==> config.mk <==
export PLATFORM = sky130hd
export DESIGN_NAME = fetch_queue
export DESIGN_NICKNAME = d
export VERILOG_FILES = /design/src/rtl/fetch_pkg.sv /design/src/rtl/fetch_queue_ram.sv /design/src/rtl/fetch_queue.sv
export SDC_FILE = /design/constraint.sdc
export NUM_CORES = 1
export LEC_CHECK = 0
export ABC_AREA = 1
export BUFFER_PORTS_ARGS = -buffer_cell sky130_fd_sc_hd__buf_2
export CAP_MARGIN = 30
export CELL_PAD_IN_SITES_DETAIL_PLACEMENT = 0
export CELL_PAD_IN_SITES_GLOBAL_PLACEMENT = 2
export CORE_MARGIN = 2
export CORE_UTILIZATION = 39
export CTS_BUF_LIST = sky130_fd_sc_hd__clkbuf_4
export DETAILED_ROUTE_END_ITERATION = 12
export PLACE_DENSITY = 0.91
export SYNTH_ARGS = -nofsm -noshare
export SYNTH_HDL_FRONTEND = slang
export SYNTH_SLANG_ARGS = --single-unit
==> constraint.sdc <==
create_clock -name i_clk -period 6 [get_ports i_clk]
set_input_delay 0.6 -clock i_clk [delete_from_list [all_inputs] [get_ports i_clk]]
set_output_delay 0.6 -clock i_clk [all_outputs]
set_load 0.02 [all_outputs]
==> src/rtl/fetch_pkg.sv <==
// Shared constants and entry type for the instruction fetch queue.
package fetch_pkg;

  localparam int WORD_W = 16;
  localparam int IMM_BIT = 15;
  localparam logic [31:0] RESET_PC = 32'h20;

  typedef struct packed {
    logic [31:0]       pc;
    logic [WORD_W-1:0] instr;
  } entry_t;

  function automatic logic is_long(
    input logic [WORD_W-1:0] w
  );
    return w[IMM_BIT];
  endfunction

endpackage

==> src/rtl/fetch_queue_ram.sv <==
// Fetch queue storage: one write port, async reads at head and head+1.
module fetch_queue_ram
  import fetch_pkg::*;
#(
  parameter int DEPTH = 4,
  localparam int AW = $clog2(DEPTH)
) (
  input  logic          clk,
  input  logic          we_i,
  input  logic [AW-1:0] waddr_i,
  input  entry_t        wdata_i,
  input  logic [AW-1:0] raddr_i,
  output entry_t        rdata0_o,
  output entry_t        rdata1_o
);

  entry_t mem_q [DEPTH];
  logic [AW-1:0] raddr1;

  // Pointer width equals log2(DEPTH), so +1 wraps for free.
  assign raddr1 = raddr_i + AW'(1);
  assign rdata0_o = mem_q[raddr_i];
  assign rdata1_o = mem_q[raddr1];

  always_ff @(posedge clk) begin
    if (we_i) begin
      mem_q[waddr_i] <= wdata_i;
    end
  end

endmodule

==> src/rtl/fetch_queue.sv <==
// Fetch queue for 16/32-bit instructions; FETCH_QUEUE_BYPASS_EN adds
// a same-cycle path for single-word words into an empty queue.
module fetch_queue
  import fetch_pkg::*;
#(
  parameter int DEPTH = 4,
  localparam int AW = $clog2(DEPTH),
  localparam int CW = AW + 1
) (
  input  logic              i_clk,
  input  logic              i_reset_n,
  input  logic              i_valid,
  input  logic [31:0]       i_pc,
  input  logic [WORD_W-1:0] i_instr,
  output logic              o_ready,
  input  logic              i_flush,
  output logic              o_valid,
  input  logic              i_ready,
  output logic [31:0]       o_pc,
  output logic [WORD_W-1:0] o_instr,
  output logic [WORD_W-1:0] o_imm,
  output logic [CW-1:0]     o_count
);

  localparam logic [CW-1:0] FULL = CW'(DEPTH);
  localparam logic [CW-1:0] ONE = CW'(1);
  localparam logic [CW-1:0] TWO = CW'(2);

  logic [AW-1:0] rd_q, rd_d;
  logic [AW-1:0] wr_q, wr_d;
  logic [CW-1:0] cnt_q, cnt_d;
  logic [CW-1:0] pop_n;

  entry_t head, nxt, wdata;
  logic head_long, q_valid;
  logic byp, push, pop;

  fetch_queue_ram #(
    .DEPTH (DEPTH)
  ) u_ram (
    .clk      (i_clk),
    .we_i     (push),
    .waddr_i  (wr_q),
    .wdata_i  (wdata),
    .raddr_i  (rd_q),
    .rdata0_o (head),
    .rdata1_o (nxt)
  );

  assign wdata = '{pc: i_pc, instr: i_instr};
  assign head_long = is_long(head.instr);
  assign o_ready = (cnt_q != FULL);
  assign o_count = cnt_q;

  // A two-word head is only complete once its immediate is queued.
  assign q_valid = !i_flush &&
    ((cnt_q >= TWO) ||
     (cnt_q == ONE && !head_long));

`ifdef FETCH_QUEUE_BYPASS_EN
  assign byp = (cnt_q == '0) && i_valid &&
    !i_flush && !is_long(i_instr);
`else
  assign byp = 1'b0;
`endif

  assign o_valid = q_valid | byp;
  assign pop = q_valid && i_ready;
  assign push = i_valid && o_ready &&
    !i_flush && !(byp && i_ready);

  always_comb begin
    pop_n = '0;
    if (pop) begin
      pop_n = head_long ? TWO : ONE;
    end
  end

  always_comb begin
    rd_d = rd_q + pop_n[AW-1:0];
    wr_d = wr_q + AW'(push);
    cnt_d = cnt_q + CW'(push) - pop_n;
    if (i_flush) begin
      rd_d = '0;
      wr_d = '0;
      cnt_d = '0;
    end
  end

  always_comb begin
    o_pc = '0;
    o_instr = '0;
    o_imm = '0;
    if (byp) begin
      o_pc = i_pc;
      o_instr = i_instr;
    end else if (cnt_q != '0) begin
      o_pc = head.pc;
      o_instr = head.instr;
      if (head_long && cnt_q >= TWO) begin
        o_imm = nxt.instr;
      end
    end
  end

  always_ff @(posedge i_clk or negedge i_reset_n) begin
    if (!i_reset_n) begin
      rd_q <= '0;
      wr_q <= '0;
      cnt_q <= '0;
    end else begin
      rd_q <= rd_d;
      wr_q <= wr_d;
      cnt_q <= cnt_d;
    end
  end

endmodule

## Yosys cells after proc, flatten, opt, wreduce, memory -nomap -nowiden

Memory sizes are Yosys's and may differ from the RTL's.
Index checks and enable logic that the tools add are counted.

| storage, ports and cells | value |
|---|---|
| flip-flop bits (word level) | 7 |
| bits of input ports | 53 |
| bits in writable memories | 192 |
| memories | 1 |

| operators by class | value |
|---|---|
| equal/unequal tests | 2 |
| mux-type cells | 11 |
| magnitude comparators | 1 |
| add/subtract/negate cells | 5 |
| reductions and logical operators | 10 |

Memories:

| memory | words | bits a word | rd ports | clocked after Yosys merged registers in | write ports | line | source |
|---|---|---|---|---|---|---|---|
| u_ram.mem_q | 4 | 48 | 2 | 0 | 1 | fetch_queue_ram.sv:17 | `entry_t mem_q [DEPTH];` |

Operators by type and width:

| kind | count |
|---|---|
| two-way mux 16 bit | 3 |
| two-way mux 32 bit | 1 |
| two-way mux 2 bit | 4 |
| logical AND 1 bit | 6 |
| adder 3 x 1 -> 3 bit | 1 |
| equality test 3 x 1 -> 1 bit, second input constant | 1 |
| >= comparator 3 x 2 -> 1 bit, second input constant | 1 |
| two-way mux 3 bit | 1 |
| inequality test 3 bit, second input constant | 1 |
| nonzero test 3 bit | 1 |
| subtractor 3 bit | 1 |
| adder 2 x 1 -> 2 bit | 1 |
| adder 2 x 1 -> 2 bit, second input constant | 1 |
| adder 2 bit | 1 |
| logical NOT 1 bit | 2 |
| two-way mux 1 bit | 2 |
| logical OR 1 bit | 1 |

## Logic depth before layout (Yosys ltp)

An unclocked memory read counts as a cell.

| depth | value |
|---|---|
| depth in word-level cells | 9 |
| mapped depth | 14 |
| mapped depth without buffers | 14 |

## By module

Synthesis repeated with hierarchy kept, for this count alone.

| second synthesis, totals | value |
|---|---|
| cells, all modules | 1,412 |
| area, all modules | 10,789.1 um^2 |

By module, submodules not included:

| module | area an instance (um^2) | sequential area each (um^2) | instances | cells each |
|---|---|---|---|---|
| fetch_queue_ram | 9,825.7 | 5,765.5 | 1 | 1,226 |
| fetch_queue | 963.4 | 175.2 | 1 | 186 |

## Least setup slack after synthesis

OpenSTA, ideal clock, no wires.

| timing | value |
|---|---|
| path type | register -> register |
| start | reg cnt_q[2], in the netlist o_count[2] |
| end | mem u_ram.mem_q[0][0] in the netlist's numbering (enable) |
| setup slack | 1.209 ns |
| cell stages (with the launch flop) | 6 |
| arrival time | 4.278 ns |
| setup time | 0.513 ns |
| data required time | 5.487 ns |
| buffers on the path | 0 |
| cells stage by stage | dfrtp_1 > inv_1 > nor3_1 > inv_1 > nand3_1 > nor3_1 |

| on the way | value |
|---|---|
| cells in the longest elaborated chain, start to end | 5 |

RTL lines:

| what | line | source |
|---|---|---|
| start: declaration | fetch_queue.sv:31 | `logic [CW-1:0] cnt_q, cnt_d;` |
| start signal: assignment | fetch_queue.sv:114 | `cnt_q <= cnt_d;` |
| inequality test 3 bit | fetch_queue.sv:52 | `assign o_ready = (cnt_q != FULL);` |
| named net o_ready | fetch_queue.sv:15 | `output logic o_ready,` |
| logical AND 1 bit (2 in a row) | fetch_queue.sv:69 | `assign push = i_valid && o_ready &&` |
| two-way mux 1 bit | fetch_queue_ram.sv:26 | `if (we_i) begin` |
| two-way mux 1 bit (not written as such) | fetch_queue_ram.sv:27 | `mem_q[waddr_i] <= wdata_i;` |
| end: declaration | fetch_queue_ram.sv:17 |  |

The timed path passes the listed nets, and every way through them passes these cells.

## Worst setup path in the final report

| timing | value |
|---|---|
| start | reg rd_q[0] |
| end | out o_imm[0] |

| on the way | value |
|---|---|
| cells in the longest elaborated chain, start to end | 4 |
| elaborated cells between the ends (all ways) | 5 |

RTL lines:

| what | line | source |
|---|---|---|
| start: declaration | fetch_queue.sv:29 | `logic [AW-1:0] rd_q, rd_d;` |
| start signal: assignment | fetch_queue.sv:112 | `rd_q <= rd_d;` |
| adder 2 x 1 -> 2 bit or memory (4 x 48 bit) (tied branches) | n/a |  |
| memory (4 x 48 bit) * | n/a |  |
| two-way mux 16 bit * | fetch_queue.sv:100 | `if (head_long && cnt_q >= TWO) begin` |
| two-way mux 16 bit * | fetch_queue.sv:97 | `end else if (cnt_q != '0) begin` |
| end: declaration | fetch_queue.sv:21 | `output logic [WORD_W-1:0] o_imm,` |

Every way passes the cells marked *; elsewhere a longest branch is shown, timed or not.

==> metrics list <==
* Outcome: finished, final reports clean
* Pin count of the biggest net entering global routing: 79
- Yosys mapped a number of flops with a built-in enable equal to 192.
* Clock insertion delay at the later pin of the skew report: 580 ps
- Across the VDD grid, the largest voltage drop is 0.000160 V.
- Row count: between 50 and 60
* Detailed-router iteration count before antenna repair: 5
- TritonCTS built the clock tree.
- The tightest min-delay check is of the primary input to register type.
- After global routing, the most crowded layer is met2.
- Total non-filler cell area in the finished layout: between 9000 and 10000 um^2
* Global-route usage over all layers: between 15 and 20%
- After detailed routing, the average wire length per cell comes to around 17 um.
- Required time at the worst-slack endpoint: 5400 ps
- For this run, design rule violations remaining after detail routing come to 0.
- When the netlist entered floorplanning its net count stood at 787.
* Max cap viols: 0
* Data arrival time at the worst-slack endpoint: around 3500 ps
- The first global-routing pass estimated 28900 um of wire.
- Critical Path, Cell by Cell: inv_2 > buf_4 > nand2_4 > inv_4 > a22oi_1 > a21oi_1 > buf_2
* Post-synthesis register bit count: between 150 and 200
- Final setup violation count: 0
- In the final layout, flip-flops and latches occupy 5950 um^2.
* Number of antenna violations at the first check in global routing: 1
* Total grt overflow: 0
- Clk sinks: between 150 and 200
* Synth Flop Type: edfxtp_1
* Sequential-to-total area share from yosys stat: between 70% and 80%
- The worst setup path is captured at a primary output.
- Sum of routed wire length over all layers: 19400 um
- Total placed instance area: 9230 um^2
- The top cell type by area accounts for 68.4% of the synthesized area.
- The total area inside the core boundary comes to 21200 um^2.
- P per Cell Area: 327 nW/um^2
* Leakage power of the design: about 3.6 nW
* Syn Std Cell Area: 8430 um^2
- Die W: about 150 um
- 122 I/O pins were placed.
- Dominant cell by count in the synthesized netlist: edfxtp_1
* Upper clock frequency limit: 0.246 GHz
- Buffers added on ports: roughly 120
- Setup Fix Bufs, Post-CTS: 0
- Once the floorplan was initialized, standard cells occupied 39.9% of the core.
* Critical-path maximum fanout: 53
- Summing internal, switching and leakage power gives 3.12 mW.
* Share of the cycle needed by the critical path after routing: roughly two thirds
- Setup total negative slack on the finished layout was measured at 0 ps.
- Filler cell count in the final layout: 1978
- Post-layout utilization of the core: 45.2%
- Counting I/O delays and the setup requirement, the final critical path takes 4060 ps.
- Post-cts gate resize count: 0
- Critical Path Max Stage Delay: 730 ps
* Die Footprint: 22800 um^2
- Critical path startpoint category: register
- For this run, the number of Yosys warnings is 0.
* Global-route met3 utilization: 3.61%
* Routing usage on met2: 28.0%
* Remaining antenna violation count: 0
* Share of flip-flops with an asynchronous set or reset: 3.52%
* Crit Path Category: register to primary output
* Via density per instance: 5.01
- The number of max-slew violations in the final report is 0.
- Gate count after technology mapping: 728
- After synthesis, the cell types taking the most area are edfxtp_1, nor2_1, o21ai_0.
- Synth area leader: edfxtp_1
* Total area of multi-input combinational cells: 2110 um^2
- Cells with a size suffix above 1 make up 20.9% of the layout.
- Counting both buffers and inverters, the worst setup path holds a total of 4.
- Final estimated routing congestion in global placement: 0.783
- For this run, the post-layout net count is 896.
- Measured against its own limit, the worst slew margin works out to 44.4%.
* Height of the chip: 151 um
- For met1 alone, demand over resource in global routing was 23.2%.
- On the critical path the largest part of the delay comes from buffers and inverters.
- At the pin with the least slew margin, the transition time is 834 ps.
- Ranked by instance count, the synthesized netlist is headed by edfxtp_1, nor2_1, o21ai_0, nand2_1, a21oi_1.
- Unrepaired setup endpoints after global routing: false
- Root Buffer: clkbuf_4
- Among all stages on the critical path, the largest delay is contributed by dfrtp_4.
- The detailed router placed roughly 5.6k vias in this run.
- Bufs on Longest Clock Path: 2
- Clock-pin slew was measured on the worst setup and hold paths at 180 ps.
- H-tree lvl count: 4
- TritonCTS created 17 clock buffers.
* Vias in the first global route: 5280
- Compared with the post-synthesis result, the final layout area differs by 13.3%.
- After synthesis, the mean cell area works out to between 10 and 15 um^2.
- The HPWL after detailed placement is 11100 um.
- DR iter-0 viols: 341
* Count of endpoints failing hold in the final timing report: 0
- The synthesized netlist contains 29 unique library cells.
* Setup clock skew after layout: between 15 and 20 ps
[registers in the layout, summed over array words and instances (netlist names)]
name and flops:
u_ram.mem_q 192, rd_q 2, o_count 3, wr_q 2
[stage by stage]
step                      setup slack (ps)  hold slack [ps]  std cells
after global placement                2580              454       1092
after global routing                  1640              150       1126
after floorplan                       1210              304        728
after detailed placement              2570              452       1092
after CTS                             1870              153       1125
final                                 1940              216       1127
[cells in the final DEF, fill, tap and decap left out, drive strengths merged, types with 7 or more instances in the layout]
cell type / Yosys / layout
edfxtp: 192 / 192
a31oi: 11 / 11
o21ai: 96 / 96
clkbuf: 5 / 17
o211ai: 15 / 15
nand2: 78 / 78
nor2: 168 / 168
inv: 38 / 45
a21oi: 54 / 54
buf: 38 / 132
dfrtp: 7 / 7
[worst reg2reg max path, delay by kind of cell, from the launching register on]
kind | cells | cell delay, ps
buffers and inverters | 4 | 770
adders and majority gates | 3 | 830
AOI/OAI and AO/OA | 1 | 90
DFF | 1 | 730
and+or+nand+nor | 5 | 630
xor gates and xnor gates | 1 | 170
[final timing paths]
check	from	end	slack, ps	depth (start not counted)
hold reg to reg	wr_q[1]	wr_q[1]	580	1
min in group asynchronous	i_reset_n	o_count[1]	350	2
hold / removal	i_pc[16]	u_ram.mem_q[3][32]	220	1
setup / recovery	rd_q[0]	o_imm[0]	1940	7
setup reg to reg	rd_q[0]	o_count[2]	2690	14
max in group asynchronous	i_reset_n	rd_q[0]	5470	2
[per-layer routing]
metal | part of all wire (%) | up-vias
met2 | 48 | 178
met5 | 0 | -
li1 | - | 2778
met3 | 5.9 | 20
met1 | 45 | 2668
met4 | 1.2 | 0
[layout make-up]
class	instances	share of cell area, %
Antenna cell	2	0.0524
Clock inverter	15	1.90
Clock buffer	17	1.34
Sequential cell	199	62.2
Inverter	38	1.52
Multi-Input combinational cell	448	22.0
Tap cell	275	3.60
Timing Repair Buffer	133	7.31
[power by group]
| group | total, mW | internal (mW) | switching (mW) |
|---|---|---|---|
| Clock | 0.710 | 0.198 | 0.513 |
| Combinational | 0.791 | 0.217 | 0.574 |
| Sequential | 1.62 | 1.59 | 0.0312 |
| Total | 3.12 | 2.00 | 1.12 |
[what timing repair did]
action,4_1_cts,5_1_grt
hold endpoints to repair,7,0
setup endpoints to repair,0,0
hold buffers,1,0
[cells by family (layout without fill, tap and decap cells)]
group | Yosys count | after routing | share of synthesized area, %
simple gates | 257 | 257 | 11.8
flops | 199 | 199 | 70.4
compound gates | 182 | 182 | 11.6
buf+inv | 81 | 203 | 4.91
fa+ha+maj | 6 | 6 | 0.979
xor+xnor | 3 | 3 | 0.312
other cells | 0 | 2 | 0
Power figures use the tool's default switching activity.
